**config.mk**
```make
export PLATFORM = sky130hd
export DESIGN_NAME = apb_initiator
export DESIGN_NICKNAME = d
export VERILOG_FILES = /design/src/rtl/apb_pkg.sv /design/src/rtl/apb_timeout_counter.sv /design/src/rtl/apb_initiator.sv
export SDC_FILE = /design/constraint.sdc
export NUM_CORES = 1
export LEC_CHECK = 0
export CORE_MARGIN = 2
export CORE_UTILIZATION = 27
export CTS_CLUSTER_DIAMETER = 150
export DETAILED_ROUTE_END_ITERATION = 16
export MAX_ROUTING_LAYER = met4
export PLACE_DENSITY = 0.66
export SETUP_SLACK_MARGIN = 0.3
export SLEW_MARGIN = 25
export SYNTH_ARGS = -nofsm -noshare
export SYNTH_HDL_FRONTEND = slang
export SYNTH_SLANG_ARGS = --single-unit
```
**constraint.sdc**
```tcl
create_clock -name pclk -period 2.5 [get_ports pclk]
set_input_delay 0.5 -clock pclk [delete_from_list [all_inputs] [get_ports pclk]]
set_output_delay 0.5 -clock pclk [all_outputs]
set_load 0.03 [all_outputs]
```
**src/rtl/apb_pkg.sv**
```systemverilog
// Shared definitions for the APB initiator: FSM state encoding and default bus widths.
package apb_pkg;

  localparam int APB_STRB_W     = 4;
  localparam int DEF_ADDR_WIDTH = 32;
  localparam int DEF_DATA_WIDTH = 32;

  typedef enum logic [1:0] {
    IDLE   = 2'd0,
    SETUP  = 2'd1,
    ACCESS = 2'd2
  } apb_state_e;

endpackage

```
**src/rtl/apb_timeout_counter.sv**
```systemverilog
// Wait-state counter: cleared before each ACCESS phase, counts stalled cycles and
// saturates. expired flags the stalled cycle that completes LIMIT stalls (never when LIMIT=0).
module apb_timeout_counter #(
  parameter int LIMIT = 255
) (
  input  logic clk,
  input  logic rst,
  input  logic clear,
  input  logic en,
  output logic expired
);

  localparam int W = (LIMIT < 2) ? 1 : $clog2(LIMIT + 1);
  localparam logic [W-1:0] LAST = W'((LIMIT == 0) ? 0 : LIMIT - 1);
  localparam bit ENABLED = (LIMIT != 0);

  logic [W-1:0] count;

  always_ff @(posedge clk) begin
    if (rst || clear) begin
      count <= '0;
    end else if (en && (count != '1)) begin
      count <= count + 1'b1;
    end
  end

  // Fires on the stall that would bring the count to LIMIT, so exactly LIMIT ACCESS cycles elapse.
  assign expired = ENABLED && en && (count == LAST);

endmodule

```
**src/rtl/apb_initiator.sv**
```systemverilog
// APB4 initiator: converts core valid/ready load/store requests into SETUP/ACCESS
// transfers and returns a one-cycle completion pulse, with a wait-state timeout.
module apb_initiator
  import apb_pkg::*;
#(
  parameter int ADDR_WIDTH     = DEF_ADDR_WIDTH,
  parameter int DATA_WIDTH     = DEF_DATA_WIDTH,
  parameter int TIMEOUT_CYCLES = 255
) (
  input  logic                  pclk,
  input  logic                  rst,
  input  logic                  req_valid,
  output logic                  req_ready,
  input  logic                  req_write,
  input  logic [ADDR_WIDTH-1:0] req_addr,
  input  logic [DATA_WIDTH-1:0] req_wdata,
  input  logic [APB_STRB_W-1:0] req_strb,
  output logic                  rsp_valid,
  output logic [DATA_WIDTH-1:0] rsp_rdata,
  output logic                  rsp_err,
  output logic [ADDR_WIDTH-1:0] paddr,
  output logic [DATA_WIDTH-1:0] pdata,
  input  logic [DATA_WIDTH-1:0] prdata,
  output logic                  psel,
  output logic                  penable,
  output logic                  pwrite,
  output logic [APB_STRB_W-1:0] pstb,
  input  logic                  pready,
  input  logic                  perr
);

  // Handshake: a request transfers on a rising edge where req_valid && req_ready;
  // rsp_valid is a single-cycle pulse, rsp_rdata/rsp_err hold until the next completion.

  apb_state_e state, state_nxt;
  logic       accept;
  logic       in_access;
  logic       wait_expired;

  assign accept    = (state == IDLE) && req_valid;
  assign in_access = (state == ACCESS);

  apb_timeout_counter #(
    .LIMIT(TIMEOUT_CYCLES)
  ) u_timeout (
    .clk    (pclk),
    .rst    (rst),
    .clear  (state == SETUP),
    .en     (in_access && !pready),
    .expired(wait_expired)
  );

  always_ff @(posedge pclk) begin
    if (rst) begin
      state <= IDLE;
    end else begin
      state <= state_nxt;
    end
  end

  always_comb begin
    state_nxt = state;
    case (state)
      IDLE:    if (req_valid) state_nxt = SETUP;
      SETUP:   state_nxt = ACCESS;
      ACCESS:  if (pready || wait_expired) state_nxt = IDLE;
      default: state_nxt = IDLE;
    endcase
  end

  always_comb begin
    req_ready = (state == IDLE);
    psel      = (state != IDLE);
    penable   = (state == ACCESS);
  end

  // Request fields are latched only on acceptance, so they stay stable for the whole transfer.
  always_ff @(posedge pclk) begin
    if (rst) begin
      paddr     <= '0;
      pdata     <= '0;
      pwrite    <= 1'b0;
      pstb      <= '0;
      rsp_valid <= 1'b0;
      rsp_rdata <= '0;
      rsp_err   <= 1'b0;
    end else begin
      rsp_valid <= 1'b0;
      if (accept) begin
        paddr  <= req_addr;
        pdata  <= req_wdata;
        pwrite <= req_write;
        pstb   <= req_write ? req_strb : '0;
      end
      if (in_access && pready) begin
        rsp_valid <= 1'b1;
        rsp_err   <= perr;
        rsp_rdata <= pwrite ? '0 : prdata;
      end else if (wait_expired) begin
        rsp_valid <= 1'b1;
        rsp_err   <= 1'b1;
        rsp_rdata <= '0;
      end
    end
  end

endmodule
```
==> metrics.cfg, run 1 <==
[status]
status=complete, no violations

[yosys]
synth-async-reset-ratio=0
synth_area_per_cell_um2=9.05
synth.net_count=548
synthTopCellsByArea=dfxtp_1 57%, nand2_1 13%, a21oi_1 8.9%
synth.top_cells.by_count=136 x nand2_1, 113 x dfxtp_1, 71 x a21oi_1, 32 x a22o_1, 12 x buf_2
seq_area_frac_synth=0.568
synth.most_common_cell=nand2_1
synth_edf_count=0
synthesis.area_um2=3980
yosysTopAreaCell=dfxtp_1
ys_ff_latch=113
yosys_warnings=0
synth_cell_type_count=38
netlist_instances=440
synth_ff_type=dfxtp_1
yosysTopAreaCellShare=0.568

[route]
dr.pass1.iters=4
vias=3841
via_per_inst=4.56
ant_nets=0
wirelength_um=11900
routedWlPerCell_um=14.1
drc=0
drtIter0Drc=130

[critical_path]
crit_family=buffers and inverters
cp_cell_sequence=clkdlybuf4s50_1
crit_buf_inv=1
cpMaxStageDelayCell=clkdlybuf4s50_1
critPathMaxFanout=3
cp_data_arrival_time_ns=1.56
cp-start-kind=flop
worstPathRequired_ns=2.00
end_kind=output pin
crit_type=reg -> out
critPathMaxStageDelay_ns=0.71

[clock_tree]
clkLatencyLatePin_ns=0.40
cts_tree=yes
cts-root-buf=clkbuf_16
cts_setup_buffers=0
htree_levels=4
clkTransAtPathRegs_ns=0.05
clockBufferDepth=2
numCtsBuffers=17
cts.sinks=113

[timing]
hold_violations=0
grt_setup_unrepaired=false
skew_ns=0.00962
timing.slew.headroom=0.445
min_period_ns=2.06
final.setup.tns_ns=0
clock.fmax_ghz=0.486
setup_violations=0
slew_viol_final=0
tightest_slew_ns=0.829
period_share=0.823

[power_and_ir_drop]
vdd_drop_max_mv=0.494
p_leak_nw=2.52
cellPowerDensity_nw_per_um2=752

[flow_run]
maxCapViolCount=0

[global_routing]
antenna_found_initial=0
grt-ovfl-total=0
grt_pass1_wl_um=19000
grtUsageTotal=0.156
grt_pass1_vias=3786
grt_max_degree=70

[layout]
diodes=0
nFillCells=1388
final_cells=843
fin_nets=754
drive_above_1_share=0.0683
area_growth_pct=70.3

[floorplanning]
pin_count=212
die_w_um=125
initial_core_util=0.275
dieArea_um2=15700
coreArea_um2=14500
die_h_um=125
rows=44

[placed_design]
dp_hpwl_um=8400
place_inst=811
routabilityCongestion=0.788
io_buffers=211

[min_path]
min_path_type=reg -> reg

state kept, by name, indices dropped and copies added, names as in the netlist:
name and count:
state 2, u_timeout.count 8, rsp_rdata 32, paddr 32
rsp_valid 1, pdata 32, rsp_err 1, pwrite 1
pstb 4
logic make-up (layout without fill, tap and decap cells):
kind of cell / Yosys count / count (layout) / synth area share
and+or+nand+nor: 170 / 170 / 0.182
AOI/OAI and AO/OA: 119 / 119 / 0.187
DFF: 113 / 113 / 0.568
buffers and inverters: 34 / 253 / 0.0518
adders and majority gates: 2 / 2 / 0.00628
xor gates and xnor gates: 2 / 2 / 0.00440
cells in the final DEF, fill, tap and decap left out, types with 5 or more instances in the layout:
cell	count
a21oi_1	71
a22o_1	32
buf_4	5
clkbuf_16	17
clkdlybuf4s50_1	207
dfxtp_1	113
nand2_1	135
nand3_1	6
nor2_1	11
report_power, final:
group | internal, W | leakage [nW] | total [W] | switching (W)
sequential | 0.00189 | 0.922 | 0.00194 | 0.0000501
clock | 0.00159 | 0.288 | 0.00240 | 0.000812
combinational | 0.000359 | 1.31 | 0.000760 | 0.000400
total | 0.00384 | 2.52 | 0.00510 | 0.00126
final timing paths:
kind / slack [ns] / from / cells past startpoint / end
max: 0.44 / pwrite / 1 / pwrite
min: 0.45 / pstb[3] / 2 / pstb[3]
max reg2reg: 0.92 / u_timeout.count[4] / 4 / rsp_rdata[14]
min reg2reg: 0.45 / pstb[3] / 2 / pstb[3]
layer usage:
layer  vias to the layer above  track usage  part of all wire
li1                       1915            -                 -
met1                      1748        0.179              0.44
met2                       160        0.245              0.47
met3                        18       0.0591             0.073
met4                         0       0.0660             0.020
met5                         -            -                 0
cell type report:
class / count / area, µm² / area share
inverter: 4 / 15.0 / 0.00221
timing repair buffer: 217 / 2160 / 0.319
clock buffer: 22 / 454 / 0.0670
sequential: 113 / 2260 / 0.334
tap: 184 / 230 / 0.0339
multi-input combinational: 293 / 1530 / 0.225
clock inverter: 10 / 135 / 0.0199
metrics by stage:
stage / hold WS, ns / total power [W] / area, µm² / util / setup WS [ns]
2_1_floorplan: 0.502 / 0.00236 / 3980 / - / 1.07
3_3_place_gp: 0.441 / 0.00273 / 6190 / 0.427 / 0.406
3_5_place_dp: 0.446 / 0.00275 / 6200 / 0.428 / 0.508
4_1_cts: 0.442 / 0.00518 / 6780 / 0.468 / 0.402
5_1_grt: 0.464 / 0.00531 / 6780 / 0.468 / 0.390
6_report: 0.448 / 0.00510 / 6780 / 0.468 / 0.442
what timing repair did:
action / 4_1_cts / 5_1_grt
resized for setup: 3 / 0
setup endpoints to repair: 3 / 0
hold buffers: 0 / 0
Power figures use the tool's default switching activity.
==> run 2: changes to the inputs <==
- PLACE_DENSITY: 0.66 -> 0.68
- clock period: 2.5 -> 1.74 ns (I/O delays scaled with it)
==> run 2 against run 1 <==
Wire length about the same; clock skew down 0.0029 ns; register-to-register slack worse by 0.56 ns; worst hold slack worse by 0.17 ns; global-route usage up 0.21 points; first-iteration DRC count down 11%; sequential share of layout area down 0.098 points.
==> metrics.cfg, run 2 (synthesis gave the netlist of run 1 again) <==
[layout]
final_common_cell=nand2_1
diodes=0
fin_util=0.472
reg_top3=paddr x32, pdata x32, rsp_rdata x32
multi_input_area_um2=1540
final_cell_mix=135 x nand2_1, 108 x dfxtp_1, 103 x clkdlybuf4s50_1
final_cells=846
fin_nets=760
seqCellArea_um2=2270
area_growth_pct=71.7
nFillCells=1340
drive_above_1_share=0.249

[critical_path]
crit_type=reg -> out
crit-reg2reg-capture=u_timeout.count[6]
reg2reg_from=u_timeout.count[0]
crit_buf_inv=2
worst-r2r-setup-slack_ns=0.36
cp_cell_sequence=nor2_4 > inv_2 > buf_6
r2r_cells=5
cp_data_arrival_time_ns=1.10
critPathMaxFanout=5
critPathMaxStageDelay_ns=0.37
cp-start-kind=flop
end_kind=output pin
crit_family=flip-flops
worstPathRequired_ns=1.39
cpMaxStageDelayCell=dfxtp_4

[timing]
tightest_slew_ns=0.399
skew_ns=0.00673
setup_violations=0
min_period_ns=1.45
clock.fmax_ghz=0.690
hold_violations=0
slew_viol_final=0
period_share=0.832
grt_setup_unrepaired=true
timing.slew.headroom=0.734

[floorplanning]
die_w_um=125
dieArea_um2=15700
rows=44
die_h_um=125
initial_core_util=0.275
pin_count=212
coreArea_um2=14500

[placed_design]
dp_hpwl_um=8420
io_buffers=211
place_inst=816
routabilityCongestion=0.799

[route]
met2_length_um=5840
wl_met3_um=814
top_layer=met4
drc=0
drt-met1-wl_um=4990
drtIter0Drc=116
wirelength_um=11900
ant_nets=0
routedWlPerCell_um=14.1
via_per_inst=4.62
dr.pass1.iters=4
vias=3908

[clock_tree]
cts_tree=yes
clkLatencyLatePin_ns=0.41
cts.sinks=113
numCtsBuffers=17
cts-root-buf=clkbuf_16
htree_levels=4
clkTransAtPathRegs_ns=0.05
hold_buffers=0
clockBufferDepth=2

[global_routing]
grt_max_degree=53
grt_pass1_vias=4011
antenna_found_initial=0
grtUsageTotal=0.158
grt-ovfl-total=0
grt_pass1_wl_um=19200

[power_and_ir_drop]
p_leak_nw=2.63
comb_power_share=0.155
internal-power_w=0.00519
p_clk_frac=0.444
swShare=0.255
vdd_drop_max_mv=0.555
p_switching_w=0.00178
seq_power_share=0.401
cellPowerDensity_nw_per_um2=1020

[flow_run]
maxCapViolCount=0

[min_path]
worstHoldPathCells=2
holdCritStartpoint=rst
min_to=state[1]
min_path_type=in -> reg

[status]
status=complete, no violations

## run 2: changes by cell type in the layout (fill, tap and decap cells not counted), moves of 4 or more
cell,previous run,this run
buf_12,1,5
buf_2,1,23
clkbuf_8,1,5
clkdlybuf4s15_2,0,72
clkdlybuf4s18_2,0,8
clkdlybuf4s50_1,207,103
dfxtp_1,113,108
## run 2: how the worst max path moves through the flow
stage          startpoint                  to  slack, ns  cells after the start
6_report         state[0]                psel       0.29                      3
5_1_grt          state[0]                psel       0.24                      3
4_1_cts          state[1]                psel       0.23                      3
3_5_place_dp       pready  u_timeout.count[3]      -0.05                      5
3_3_place_gp       pready  u_timeout.count[3]     -0.008                      5
2_1_floorplan    state[0]           paddr[23]       0.31                      7
## run 2: metrics by stage
step / hold WS, ns / worst slack (ns) / cell area [µm²] / total power (W) / setup TNS, ns
after floorplan: 0.481 / 0.306 / 3980 / 0.00339 / 0
after detailed placement: 0.447 / -0.0528 / 6280 / 0.00397 / -0.107
final: 0.279 / 0.292 / 6840 / 0.00697 / 0
after CTS: 0.269 / 0.232 / 6940 / 0.00707 / 0
after global placement: 0.439 / -0.00814 / 6280 / 0.00395 / -0.00814
after global routing: 0.279 / 0.236 / 6840 / 0.00725 / 0
## run 2: layout make-up
cell class | count | share of cell area
clock inverters | 5 | 0.00439
well taps | 184 | 0.0337
inverters | 4 | 0.00220
repair buffers | 223 | 0.328
clock buffers | 24 | 0.0734
multi-input cells | 293 | 0.226
flip-flops and latches | 113 | 0.333
## run 2: timing repair
item	4_1_cts	5_1_grt
endpoints found under the setup margin	106	71
gates resized for setup	335	66
setup buffers	0	1
pin swaps	0	2
## run 2: power groups by stage
| stage | Sequential, W | Clock [W] | Combinational, W |
|---|---|---|---|
| final | 0.00279 | 0.00310 | 0.00108 |
| after global routing | 0.00280 | 0.00329 | 0.00116 |
| after CTS | 0.00279 | 0.00318 | 0.00110 |
| after detailed placement | 0.00284 | 0 | 0.00113 |
| after global placement | 0.00284 | 0 | 0.00112 |
| after floorplan | 0.00308 | 0 | 0.000308 |
## run 2: layer usage
layer | vias to the layer above | track usage
li1 | 1922 | -
met1 | 1791 | 0.177
met2 | 173 | 0.255
met3 | 22 | 0.0548
met4 | 0 | 0.0719
met5 | - | -
==> run 3: changes to the inputs <==
- PLACE_DENSITY: 0.68 -> 0.66
- clock period: 1.74 -> 1.5 ns (I/O delays scaled with it)
==> run 3 against run 2 <==
Utilization up 5.6 points; clock power up 26%; via count up 4.0%; count of clock-buffer cells in the layout down 2; critical path type is now reg -> reg; die area unchanged; first-iteration DRC count up 2.6%; global-route usage down 0.32 points; critical path depth up 4; sequential cell count unchanged; clock skew down 0.0015 ns.
==> metrics.cfg, run 3 (synthesis gave the netlist of run 1 again) <==
[global_routing]
grt_max_degree=37
grt_use_met3=0.0569
antenna_found_initial=0
grtUsageTotal=0.155
grt_pass1_vias=3945
grt-ovfl-total=0
met1_usage=0.174
grt_pass1_wl_um=19000
top_usage_layer=met2
grt_util_met2=0.249

[critical_path]
reg2reg_from=u_timeout.count[0]
worstPathRequired_ns=1.79
cp_data_arrival_time_ns=1.71
crit_type=reg -> reg
cp-start-kind=flop
end_kind=flop
r2r_cells=7
critPathMaxFanout=32
crit-reg2reg-capture=rsp_rdata[18]
worst-r2r-setup-slack_ns=0.08

[floorplanning]
coreArea_um2=14500
pin_count=212
dieArea_um2=15700
die_w_um=125
rows=44
initial_core_util=0.275
die_h_um=125

[clock_tree]
htree_levels=4
cts-root-buf=clkbuf_16
clkTransAtPathRegs_ns=0.05
clkLatencyLatePin_ns=0.40
numCtsBuffers=17
cts_tree=yes
clockBufferDepth=2
cts.sinks=113
hold_buffers=0

[layout]
area_growth_pct=92.1
final_cells=871
diodes=0
drive_above_1_share=0.489
multi_input_area_um2=1760
reg_top3=paddr x32, pdata x32, rsp_rdata x32
nFillCells=1257
final_common_cell=nand2_1
final_cell_mix=117 x nand2_1, 106 x buf_6, 104 x clkdlybuf4s50_1, 104 x dfxtp_2, 50 x a21oi_1
seqCellArea_um2=2410
fin_nets=782
fin_util=0.528

[route]
drtIter0Drc=119
drc=0
ant_nets=0
routedWlPerCell_um=14.9
via_per_inst=4.67
dr.pass1.iters=4
wirelength_um=13000
vias=4064

[timing]
slew_viol_final=0
clock.fmax_ghz=0.704
setup_violations=0
hold_violations=0
grt_setup_unrepaired=true
period_share=0.947
tightest_slew_ns=0.504
skew_ns=0.00522
timing.slew.headroom=0.664
min_period_ns=1.42

[placed_design]
routabilityCongestion=0.801
place_inst=819
dp_hpwl_um=8350
io_buffers=211

[min_path]
holdCritStartpoint=rst
min_path_type=in -> reg
worstHoldPathCells=2
min_to=rsp_valid

[status]
status=complete, no violations

[power_and_ir_drop]
p_leak_nw=3.14
power_w=0.00875
cellPowerDensity_nw_per_um2=1140
vdd_drop_max_mv=0.648

[flow_run]
maxCapViolCount=0

[run 3: cell types whose count changed in the layout (fill, tap and decap cells not counted), moves of 14 or more]
cell | before | now
buf_6 | 3 | 106
buf_2 | 23 | 1
clkdlybuf4s15_2 | 72 | 0
dfxtp_2 | 3 | 104
nand2_4 | 0 | 14
a21oi_1 | 71 | 50
dfxtp_1 | 108 | 4
buf_4 | 8 | 22
a21oi_2 | 0 | 21
nand2_1 | 135 | 117
[run 3: repair_timing]
| item | CTS | global route |
|---|---|---|
| pin swaps | 0 | 27 |
| resized for setup | 821 | 70 |
| endpoints found under the setup margin | 213 | 191 |
| buffers inserted | 4 | 13 |
| gates cloned | 0 | 3 |
[run 3: final cells by class]
class / instances / area share
clock inverter: 10 / 0.0141
sequential: 113 / 0.315
multi-input combinational: 293 / 0.230
tap: 184 / 0.0301
timing repair buffer: 245 / 0.347
inverter: 4 / 0.00196
clock buffer: 22 / 0.0620
[run 3: worst max path at each step]
stage,to,cells past startpoint,from,slack [ns]
finish,rsp_rdata[18],7,u_timeout.count[0],0.08
global route,rsp_rdata[7],5,u_timeout.count[6],-0.005
CTS,req_ready,3,state[1],0.08
detailed placement,u_timeout.count[3],5,pready,-0.21
global placement,u_timeout.count[3],5,pready,-0.18
floorplan,rsp_rdata[0],5,state[1],0.13
[run 3: per-stage QoR]
step                      cell area, µm²  worst slack, ns  setup TNS (ns)  hold slack (ns)
final                               7650           0.0801               0            0.211
after global routing                7650         -0.00518        -0.00557            0.221
after CTS                           7250           0.0803               0            0.200
after detailed placement            6380           -0.214           -6.76            0.446
after global placement              6380           -0.184           -5.41            0.442
after floorplan                     4060            0.125               0            0.436
[run 3: routing by layer]
metal / part of all wire / up-vias
li1: - / 1968
met1: 0.42 / 1907
met2: 0.49 / 164
met3: 0.070 / 25
met4: 0.021 / 0
met5: 0 / -
[run 3: worst max-delay path, cell delays in order (launching register included)]
cell     delay [ns]
dfxtp_4        0.36
inv_1          0.06
ha_1           0.14
nand3_1        0.13
o21ai_2        0.16
o21ai_2        0.09
buf_12         0.17
a22o_1         0.19
[run 3: report_power, final]
part	switching, W	total, W	internal, W
Clock	0.00136	0.00392	0.00256
Combinational	0.000762	0.00153	0.000771
Sequential	0.000113	0.00329	0.00318
Total	0.00224	0.00875	0.00651
